**src/rtl/de0_pkg.sv**
```systemverilog
// rtl/de0_pkg.sv - shared constants for the DE0 board shell
// Purpose: IO port map of the glue registers and the 7-segment lookup.
// Ports: none (package).
package de0_pkg;

  localparam logic [7:0] IO_LED    = 8'h00;
  localparam logic [7:0] IO_SW     = 8'h01;
  localparam logic [7:0] IO_HEX_LO = 8'h02;
  localparam logic [7:0] IO_HEX_HI = 8'h03;

  // Active-low segments {dp,g,f,e,d,c,b,a}; entry n sits at index n.
  // Bit 7 is 1 in every entry so the decimal point stays dark.
  localparam logic [15:0][7:0] SEG7_LUT = {
    8'h8E, 8'h86, 8'hA1, 8'hC6, 8'h83, 8'h88, 8'h90, 8'h80,
    8'hF8, 8'h82, 8'h92, 8'h99, 8'hB0, 8'hA4, 8'hF9, 8'hC0
  };

endpackage

```
**src/rtl/cpu8080_wb.sv**
```systemverilog
// rtl/cpu8080_wb.sv - interface shell of the 8080 Wishbone CPU wrapper
// Purpose: port-compatible stand-in for the existing CPU wrapper; it holds the
//   bus idle so the shell elaborates on its own. The real wrapper file
//   replaces this one in the full build.
// Ports: clk, ce, rst in; adr_o/dat_o/cyc_o/stb_o/we_o/io_o out (master side);
//   dat_i/ack_i in (slave response).
module cpu8080_wb (
  input  logic        clk,
  input  logic        ce,
  input  logic        rst,
  output logic [15:0] adr_o,
  output logic [7:0]  dat_o,
  input  logic [7:0]  dat_i,
  output logic        cyc_o,
  output logic        stb_o,
  output logic        we_o,
  output logic        io_o,
  input  logic        ack_i
);

  logic unused_cpu_inputs;

  assign adr_o = 16'h0000;
  assign dat_o = 8'h00;
  assign cyc_o = 1'b0;
  assign stb_o = 1'b0;
  assign we_o  = 1'b0;
  assign io_o  = 1'b0;

  assign unused_cpu_inputs = ^{clk, ce, rst, dat_i, ack_i};

endmodule

```
**src/rtl/de0_board_top_seg7_decoder.sv**
```systemverilog
// rtl/de0_board_top_seg7_decoder.sv - hex nibble to active-low 7-segment pattern
// Purpose: combinational lookup of one digit, decimal point off.
// Ports: digit (4-bit value in), seg (8-bit active-low segments out).
module seg7_decoder
  import de0_pkg::*;
(
  input  logic [3:0] digit,
  output logic [7:0] seg
);

  assign seg = SEG7_LUT[digit];

endmodule

```
**src/rtl/de0_board_top.sv**
```systemverilog
// rtl/de0_board_top.sv - Terasic DE0 shell: reset/ce conditioning and 8080 glue
// Purpose: synchronised reset from button[0], turbo/slow CPU clock enable,
//   on-chip RAM, LED and 7-segment IO registers, tie-offs for idle peripherals.
// Ports: de0_clock_50 clock; de0_button[0] active-low reset; de0_sw[0] turbo;
//   de0_hex0..3 / de0_led displays; all remaining board pins parked safe.
module de0_board_top
  import de0_pkg::*;
#(
  parameter int    RAM_AW   = 13,
  parameter string RAM_INIT = "",
  parameter int    SLOW_DIV = 20
) (
  input  logic        de0_clock_50,
  input  logic [2:0]  de0_button,
  input  logic        de0_clock_50_2,
  input  logic [9:0]  de0_sw,
  output logic [7:0]  de0_hex0,
  output logic [7:0]  de0_hex1,
  output logic [7:0]  de0_hex2,
  output logic [7:0]  de0_hex3,
  output logic [9:0]  de0_led,
  output logic        de0_uart_txd,
  output logic        de0_uart_cts,
  input  logic        de0_uart_rxd,
  input  logic        de0_uart_rts,
  inout  wire  [15:0] de0_dram_dq,
  output logic [12:0] de0_dram_addr,
  output logic [1:0]  de0_dram_ba,
  output logic        de0_dram_ldqm,
  output logic        de0_dram_udqm,
  output logic        de0_dram_we_n,
  output logic        de0_dram_cas_n,
  output logic        de0_dram_ras_n,
  output logic        de0_dram_cs_n,
  output logic        de0_dram_clk,
  output logic        de0_dram_cke,
  inout  wire  [15:0] de0_fl_dq,
  output logic [21:0] de0_fl_addr,
  output logic        de0_fl_we_n,
  output logic        de0_fl_rst_n,
  output logic        de0_fl_oe_n,
  output logic        de0_fl_ce_n,
  output logic        de0_fl_wp_n,
  output logic        de0_fl_byte_n,
  input  logic        de0_fl_rb,
  output logic        de0_lcd_blig,
  output logic        de0_lcd_rw,
  output logic        de0_lcd_en,
  output logic        de0_lcd_rs,
  inout  wire  [7:0]  de0_lcd_data,
  inout  wire         de0_sd_mosi,
  inout  wire         de0_sd_miso,
  inout  wire         de0_sd_cmd,
  output logic        de0_sd_clk,
  input  logic        de0_sd_wp_n,
  inout  wire         de0_ps2_kbdat,
  inout  wire         de0_ps2_kbclk,
  inout  wire         de0_ps2_msdat,
  inout  wire         de0_ps2_msclk,
  output logic        de0_vga_hs,
  output logic        de0_vga_vs,
  output logic [3:0]  de0_vga_r,
  output logic [3:0]  de0_vga_g,
  output logic [3:0]  de0_vga_b,
  input  logic [1:0]  de0_gpio0_clkin,
  input  logic [1:0]  de0_gpio1_clkin,
  output logic [1:0]  de0_gpio0_clkout,
  output logic [1:0]  de0_gpio1_clkout,
  inout  wire  [31:0] de0_gpio0_d,
  inout  wire  [31:0] de0_gpio1_d
);

  localparam int DIV_W = (SLOW_DIV > 1) ? $clog2(SLOW_DIV) : 1;

  logic clk;
  logic rst_raw;
  logic [1:0] rst_sync;
  logic rst;
  logic [1:0] sw0_sync;
  logic turbo;
  logic turbo_act;
  logic [DIV_W-1:0] div_cnt;
  logic div_wrap;
  logic ce;
  logic [23:0] hb_cnt;
  logic heartbeat;

  logic [15:0] cpu_adr;
  logic [7:0]  cpu_dat_o;
  logic [7:0]  cpu_dat_i;
  logic        cpu_cyc, cpu_stb, cpu_we, cpu_io, cpu_ack;

  logic        cyc_stb;
  logic        in_ram;
  logic [7:0]  io_rd_data;
  logic [7:0]  rd_q;
  logic        rd_ram;
  logic [7:0]  ram_q;
  logic [7:0]  mem [2**RAM_AW];
  logic [7:0]  led_reg;
  logic [15:0] hex_reg;

  assign clk     = de0_clock_50;
  assign rst_raw = ~de0_button[0];

  // Preset on the raw button, shift zeros in once it is released.
  always_ff @(posedge clk or posedge rst_raw) begin
    if (rst_raw) rst_sync <= 2'b11;
    else         rst_sync <= {rst_sync[0], 1'b0};
  end
  assign rst = rst_sync[1];

  always_ff @(posedge clk) begin
    sw0_sync <= {sw0_sync[0], de0_sw[0]};
  end
  assign turbo = sw0_sync[1];

  // The divider runs in both modes; the mode is only sampled at the wrap,
  // so switching never shortens or doubles a slow-mode period.
  assign div_wrap = (div_cnt == DIV_W'(SLOW_DIV - 1));

  always_ff @(posedge clk or posedge rst) begin
    if (rst) begin
      div_cnt   <= '0;
      turbo_act <= 1'b0;
    end else if (div_wrap) begin
      div_cnt   <= '0;
      turbo_act <= turbo;
    end else begin
      div_cnt <= div_cnt + 1'b1;
    end
  end
  assign ce = ~rst & (turbo_act | div_wrap);

  always_ff @(posedge clk or posedge rst) begin
    if (rst) begin
      hb_cnt    <= '0;
      heartbeat <= 1'b0;
    end else begin
      hb_cnt <= hb_cnt + 1'b1;
      if (&hb_cnt) heartbeat <= ~heartbeat;
    end
  end

  cpu8080_wb u_cpu (
    .clk   (clk),
    .ce    (ce),
    .rst   (rst),
    .adr_o (cpu_adr),
    .dat_o (cpu_dat_o),
    .dat_i (cpu_dat_i),
    .cyc_o (cpu_cyc),
    .stb_o (cpu_stb),
    .we_o  (cpu_we),
    .io_o  (cpu_io),
    .ack_i (cpu_ack)
  );

  assign cyc_stb = cpu_cyc & cpu_stb;
  assign in_ram  = (cpu_adr[15:RAM_AW] == '0);

  always_comb begin
    io_rd_data = 8'hFF;
    if (cpu_io) begin
      case (cpu_adr[7:0])
        IO_LED:  io_rd_data = led_reg;
        IO_SW:   io_rd_data = de0_sw[7:0];
        default: io_rd_data = 8'hFF;
      endcase
    end
  end

  // RAM is read every clock; the strobe cycle's read lands in ram_q exactly
  // when ack rises. Writes commit on the ack clock only.
  always_ff @(posedge clk) begin
    if (cyc_stb & cpu_we & cpu_ack & ~cpu_io & in_ram)
      mem[cpu_adr[RAM_AW-1:0]] <= cpu_dat_o;
    ram_q <= mem[cpu_adr[RAM_AW-1:0]];
  end

  // ack toggles against itself, so a held strobe is acked every second clock.
  always_ff @(posedge clk or posedge rst) begin
    if (rst) begin
      cpu_ack <= 1'b0;
      rd_q    <= 8'hFF;
      rd_ram  <= 1'b0;
      led_reg <= 8'h00;
      hex_reg <= 16'h0000;
    end else begin
      cpu_ack <= cyc_stb & ~cpu_ack;
      if (cyc_stb & ~cpu_ack) begin
        rd_ram <= ~cpu_io & in_ram;
        rd_q   <= io_rd_data;
      end
      if (cyc_stb & cpu_we & cpu_ack & cpu_io) begin
        case (cpu_adr[7:0])
          IO_LED:    led_reg       <= cpu_dat_o;
          IO_HEX_LO: hex_reg[7:0]  <= cpu_dat_o;
          IO_HEX_HI: hex_reg[15:8] <= cpu_dat_o;
          default:   ;
        endcase
      end
    end
  end
  assign cpu_dat_i = rd_ram ? ram_q : rd_q;

  assign de0_led = {heartbeat, turbo, led_reg};

  seg7_decoder u_hex0 (.digit(hex_reg[3:0]),   .seg(de0_hex0));
  seg7_decoder u_hex1 (.digit(hex_reg[7:4]),   .seg(de0_hex1));
  seg7_decoder u_hex2 (.digit(hex_reg[11:8]),  .seg(de0_hex2));
  seg7_decoder u_hex3 (.digit(hex_reg[15:12]), .seg(de0_hex3));

  assign de0_uart_txd     = 1'b1;
  assign de0_uart_cts     = 1'b0;
  assign de0_dram_dq      = 'z;
  assign de0_dram_addr    = '0;
  assign de0_dram_ba      = '0;
  assign de0_dram_ldqm    = 1'b1;
  assign de0_dram_udqm    = 1'b1;
  assign de0_dram_we_n    = 1'b1;
  assign de0_dram_cas_n   = 1'b1;
  assign de0_dram_ras_n   = 1'b1;
  assign de0_dram_cs_n    = 1'b1;
  assign de0_dram_clk     = 1'b0;
  assign de0_dram_cke     = 1'b0;
  assign de0_fl_dq        = 'z;
  assign de0_fl_addr      = '0;
  assign de0_fl_we_n      = 1'b1;
  assign de0_fl_rst_n     = 1'b1;
  assign de0_fl_oe_n      = 1'b1;
  assign de0_fl_ce_n      = 1'b1;
  assign de0_fl_wp_n      = 1'b1;
  assign de0_fl_byte_n    = 1'b1;
  assign de0_lcd_blig     = 1'b0;
  assign de0_lcd_rw       = 1'b1;
  assign de0_lcd_en       = 1'b0;
  assign de0_lcd_rs       = 1'b0;
  assign de0_lcd_data     = 'z;
  assign de0_sd_mosi      = 1'bz;
  assign de0_sd_miso      = 1'bz;
  assign de0_sd_cmd       = 1'bz;
  assign de0_sd_clk       = 1'b0;
  assign de0_ps2_kbdat    = 1'bz;
  assign de0_ps2_kbclk    = 1'bz;
  assign de0_ps2_msdat    = 1'bz;
  assign de0_ps2_msclk    = 1'bz;
  assign de0_vga_hs       = 1'b1;
  assign de0_vga_vs       = 1'b1;
  assign de0_vga_r        = '0;
  assign de0_vga_g        = '0;
  assign de0_vga_b        = '0;
  assign de0_gpio0_clkout = '0;
  assign de0_gpio1_clkout = '0;
  assign de0_gpio0_d      = 'z;
  assign de0_gpio1_d      = 'z;

  // RAM_INIT is consumed by the device image flow, not by this logic.
  logic unused_top;
  assign unused_top = ^{de0_button[2:1], de0_clock_50_2, de0_sw[9:8],
                        de0_uart_rxd, de0_uart_rts, de0_fl_rb, de0_sd_wp_n,
                        de0_gpio0_clkin, de0_gpio1_clkin, (RAM_INIT == "")};

endmodule

```
**config.mk**
```make
export PLATFORM = sky130hd
export DESIGN_NAME = de0_board_top
export DESIGN_NICKNAME = d
export VERILOG_FILES = /design/src/rtl/de0_pkg.sv /design/src/rtl/cpu8080_wb.sv /design/src/rtl/de0_board_top_seg7_decoder.sv /design/src/rtl/de0_board_top.sv
export SDC_FILE = /design/constraint.sdc
export NUM_CORES = 1
export LEC_CHECK = 0
export ABC_AREA = 1
export ABC_CLOCK_PERIOD_IN_PS = 950
export CORE_ASPECT_RATIO = 1.5
export CORE_MARGIN = 3
export CORE_UTILIZATION = 34
export CTS_BUF_LIST = sky130_fd_sc_hd__clkbuf_4 sky130_fd_sc_hd__clkbuf_8
export DETAILED_ROUTE_END_ITERATION = 10
export MAX_ROUTING_LAYER = met4
export PLACE_DENSITY_LB_ADDON = 0.15
export SLEW_MARGIN = 10
export SYNTH_ARGS = -nofsm -noshare
export SYNTH_HDL_FRONTEND = slang
export SYNTH_SLANG_ARGS = --single-unit
```
**constraint.sdc**
```tcl
create_clock -name de0_clock_50 -period 0.95 [get_ports de0_clock_50]
set_clock_uncertainty 0.05 [all_clocks]
set_input_delay 0.19 -clock de0_clock_50 [delete_from_list [all_inputs] [get_ports de0_clock_50]]
set_output_delay 0.19 -clock de0_clock_50 [all_outputs]
set_load 0.02 [all_outputs]
```
==> results.py <==
metrics = {
    "sta": {
        "setup_viol": 25,
        "setup_ws_ps": -343,
        "period_share": 1.36,
        "slew_violations": 0,
        "fin_crit_ps": 1290,
        "hold_ws_ps": 214,
        "rsz0062_at_grt": "yes",
        "fmax_ghz": 0.773,
        "finalHoldViolations": 0,
    },
    "setup_path": {
        "reg2reg_to": "hb_cnt[20]",
        "critPathMostFrequentCell": "nand2_1",
        "critical_path.max_stage_delay_ps": 400,
        "rr_worst_depth": 8,
        "critPathLaunchType": "flop",
        "cp.required_ps": 1080,
        "worst_path_max_delay_cell": "dfrtp_1",
        "cp_data_arrival_time_ps": 1420,
        "rrSetupSlack_ps": -340,
        "r2r_start": "hb_cnt[1]",
        "worstSetupEndpointType": "flop",
        "crit_fanout": 5,
        "crit_chain": "ha_4, inv_4, nor2_4, nand2_4, nor2_4, nand2_1, nand2_1, nand2_1",
        "worst-setup-path-type": "flop to flop",
    },
    "floorplanning": {
        "coreArea_sq_um": 8880,
        "std_cell_rows": 42,
        "dieArea_sq_um": 10400,
        "ioPinCount": 252,
        "die_width_um": 84.2,
        "start_util": 0.351,
        "die_y_um": 123,
    },
    "finish": {
        "diodes": 0,
        "seq_area_sq_um": 722,
        "nets": 454,
        "drive_above_1_share": 0.234,
        "fin_util": 0.340,
        "fillers": 925,
        "syn2layout_area_growth_pct": -3.21,
        "multi_input_area_sq_um": 1640,
    },
    "synth": {
        "synth_cells": 382,
        "synth_xor_area_frac": 0.0446,
        "synth_compound_area_frac": 0,
        "synth_top_family_by_area": "buffers and inverters",
        "synth_area_per_cell_sq_um": 8.16,
        "syn_area_sq_um": 3120,
        "ys_types": 21,
        "synth_seq_cells": 29,
        "synth_mux_area_frac": 0,
        "synthSimpleGateAreaFrac": 0.155,
        "synthAdderAreaFrac": 0.00401,
        "yosys_warnings": 0,
        "ys_seq_area_frac": 0.230,
    },
    "routing": {
        "ant_nets": 0,
        "drtIter0Drc": 43,
        "firstDrtPassIters": 2,
        "finalWirelength_um": 4530,
        "num_vias": 1665,
        "vias_per_cell": 3.08,
        "avgRoutedWirePerCell_um": 8.37,
        "drc_errors": 0,
    },
    "global_routing": {
        "grt_pass1_vias": 1345,
        "grt_pass1_wl_um": 6300,
        "grt_max_degree": 26,
        "grt_overflow": 0,
        "grt_usage": 0.0792,
        "antenna_found_initial": 0,
    },
    "power_and_ir_drop": {
        "ir_drop_v": 0.000543,
        "power.leakage_uw": 0.00177,
        "power_density_nw_per_um2": 1070,
    },
    "min_path": {
        "hp-class": "input pin to async pin",
    },
    "placement": {
        "dp_slack_ps": -334,
        "place_hpwl_um": 3700,
        "globalplace.congestion": 0.680,
        "numPortBuffers": 4,
    },
    "clock_tree": {
        "cts_hold_buf": 0,
        "cts_tree": "built",
        "clock_latency_ps": 280,
        "cts_root_buffer": "clkbuf_8",
        "cts_buffer_depth": 2,
        "cts_sinks": 29,
        "cts_htree_levels": 2,
        "path_clk_slew_ps": 70,
        "cts_inserted_buffers": 5,
    },
    "outcome": {
        "run_status": "finished, violations left",
        "violations": "setup timing",
    },
    "flow_run": {
        "max-cap-violations": 0,
    },
}
## area by class of cell
type / instances / area share
clock buffers: 8 / 0.0324
inverters: 10 / 0.0133
multi-input cells: 340 / 0.543
flip-flops and latches: 29 / 0.239
well taps: 110 / 0.0456
repair buffers: 44 / 0.127
## critical path, delay by kind of cell (launching register included)
| family | cells | cell delay, ps |
|---|---|---|
| and+or+nand+nor | 6 | 540 |
| DFF | 1 | 400 |
| adders and majority gates | 1 | 180 |
| buffers and inverters | 1 | 30 |
## cells by family (layout without fill, tap and decap cells)
| kind of cell | Yosys count | count (layout) |
|---|---|---|
| XOR/XNOR | 15 | 15 |
| buffers and inverters | 239 | 62 |
| adder cells (fa/ha/maj) | 1 | 1 |
| flip-flops | 29 | 29 |
| AND/OR/NAND/NOR | 96 | 96 |
| other | 2 | 228 |
## timing repair
item / 4_1_cts / 5_1_grt
endpoints found under the hold margin: 0 / 0
setup buffers: 7 / 5
gates resized for setup: 31 / 19
pin swaps: 12 / 8
cloned: 0 / 0
setup endpoints to repair: 25 / 25
## metrics by stage
stage | TNS [ps] | power (uW) | std cells | instance area, sq um
final | -6190 | 3230 | 541 | 3020
after global routing | -8170 | 3380 | 541 | 3020
after CTS | -6340 | 3240 | 540 | 2940
after detailed placement | -6010 | 2100 | 525 | 2700
after global placement | -5890 | 2100 | 525 | 2700
after floorplan | -3050 | 2790 | 608 | 3990
## metal layers
metal / up-vias / track usage / part of all wire
met5: - / - / 0
met3: 5 / 0.0187 / 0.11
met1: 760 / 0.0772 / 0.28
met2: 111 / 0.155 / 0.60
li1: 789 / - / -
met4: 0 / 0.0211 / 0.0093
## cells in the mapped netlist, drive strengths merged
master / n / area share
ha: 1 / 0.0040
nand3: 7 / 0.011
dfrtp: 25 / 0.20
buf: 229 / 0.55
nand2: 54 / 0.071
xnor2: 6 / 0.017
xor2: 9 / 0.028
nor2: 28 / 0.056
inv: 10 / 0.012
dfxtp: 2 / 0.013
and2: 1 / 0.0020
conb: 2 / 0.0024
dfstp: 2 / 0.017
nand3b: 6 / 0.014
## cell usage in the layout, fill, tap and decap left out, types with 2 or more instances in the layout
cell type        netlist  final
dfrtp_2                0      2
inv_1                  9      9
xnor2_1                6      2
xor2_2                 1      3
nand3b_1               6      6
clkbuf_8               0      6
nor2_2                 3      8
nand3_1                7      5
buf_4                229     32
nand2_1               48     37
xnor2_2                0      4
clkbuf_4               0      2
nor2_4                 6      9
dfstp_2                2      2
conb_1                 2    228
dfrtp_1               25     23
xor2_1                 8      6
clkdlybuf4s50_1        0      2
nor2_1                18     10
nand2_2                5     14
buf_6                  0      9
nand2_4                1      3
## registers in the layout, indices dropped and copies added, names as in the netlist
signal	flops
heartbeat	1
sw0_sync	2
hb_cnt	24
rst_sync	2
## where the power goes
| group | internal (uW) | total (uW) | switching (uW) |
|---|---|---|---|
| Sequential | 1250 | 1250 | 2.92 |
| Combinational | 20.0 | 852 | 832 |
| Clock | 648 | 1130 | 480 |
| Total | 1910 | 3230 | 1310 |
## worst max-delay path by stage
| stage | cells after the start | startpoint | slack [ps] | to |
|---|---|---|---|---|
| floorplan | 8 | hb_cnt[1] | -260 | hb_cnt[20] |
| global route | 8 | hb_cnt[1] | -450 | heartbeat |
| detailed placement | 7 | hb_cnt[2] | -330 | hb_cnt[19] |
| finish | 8 | hb_cnt[1] | -340 | hb_cnt[20] |
| global placement | 7 | hb_cnt[2] | -330 | hb_cnt[23] |
| CTS | 8 | hb_cnt[1] | -330 | hb_cnt[20] |
No activity file was read; power rests on OpenSTA's default activity.
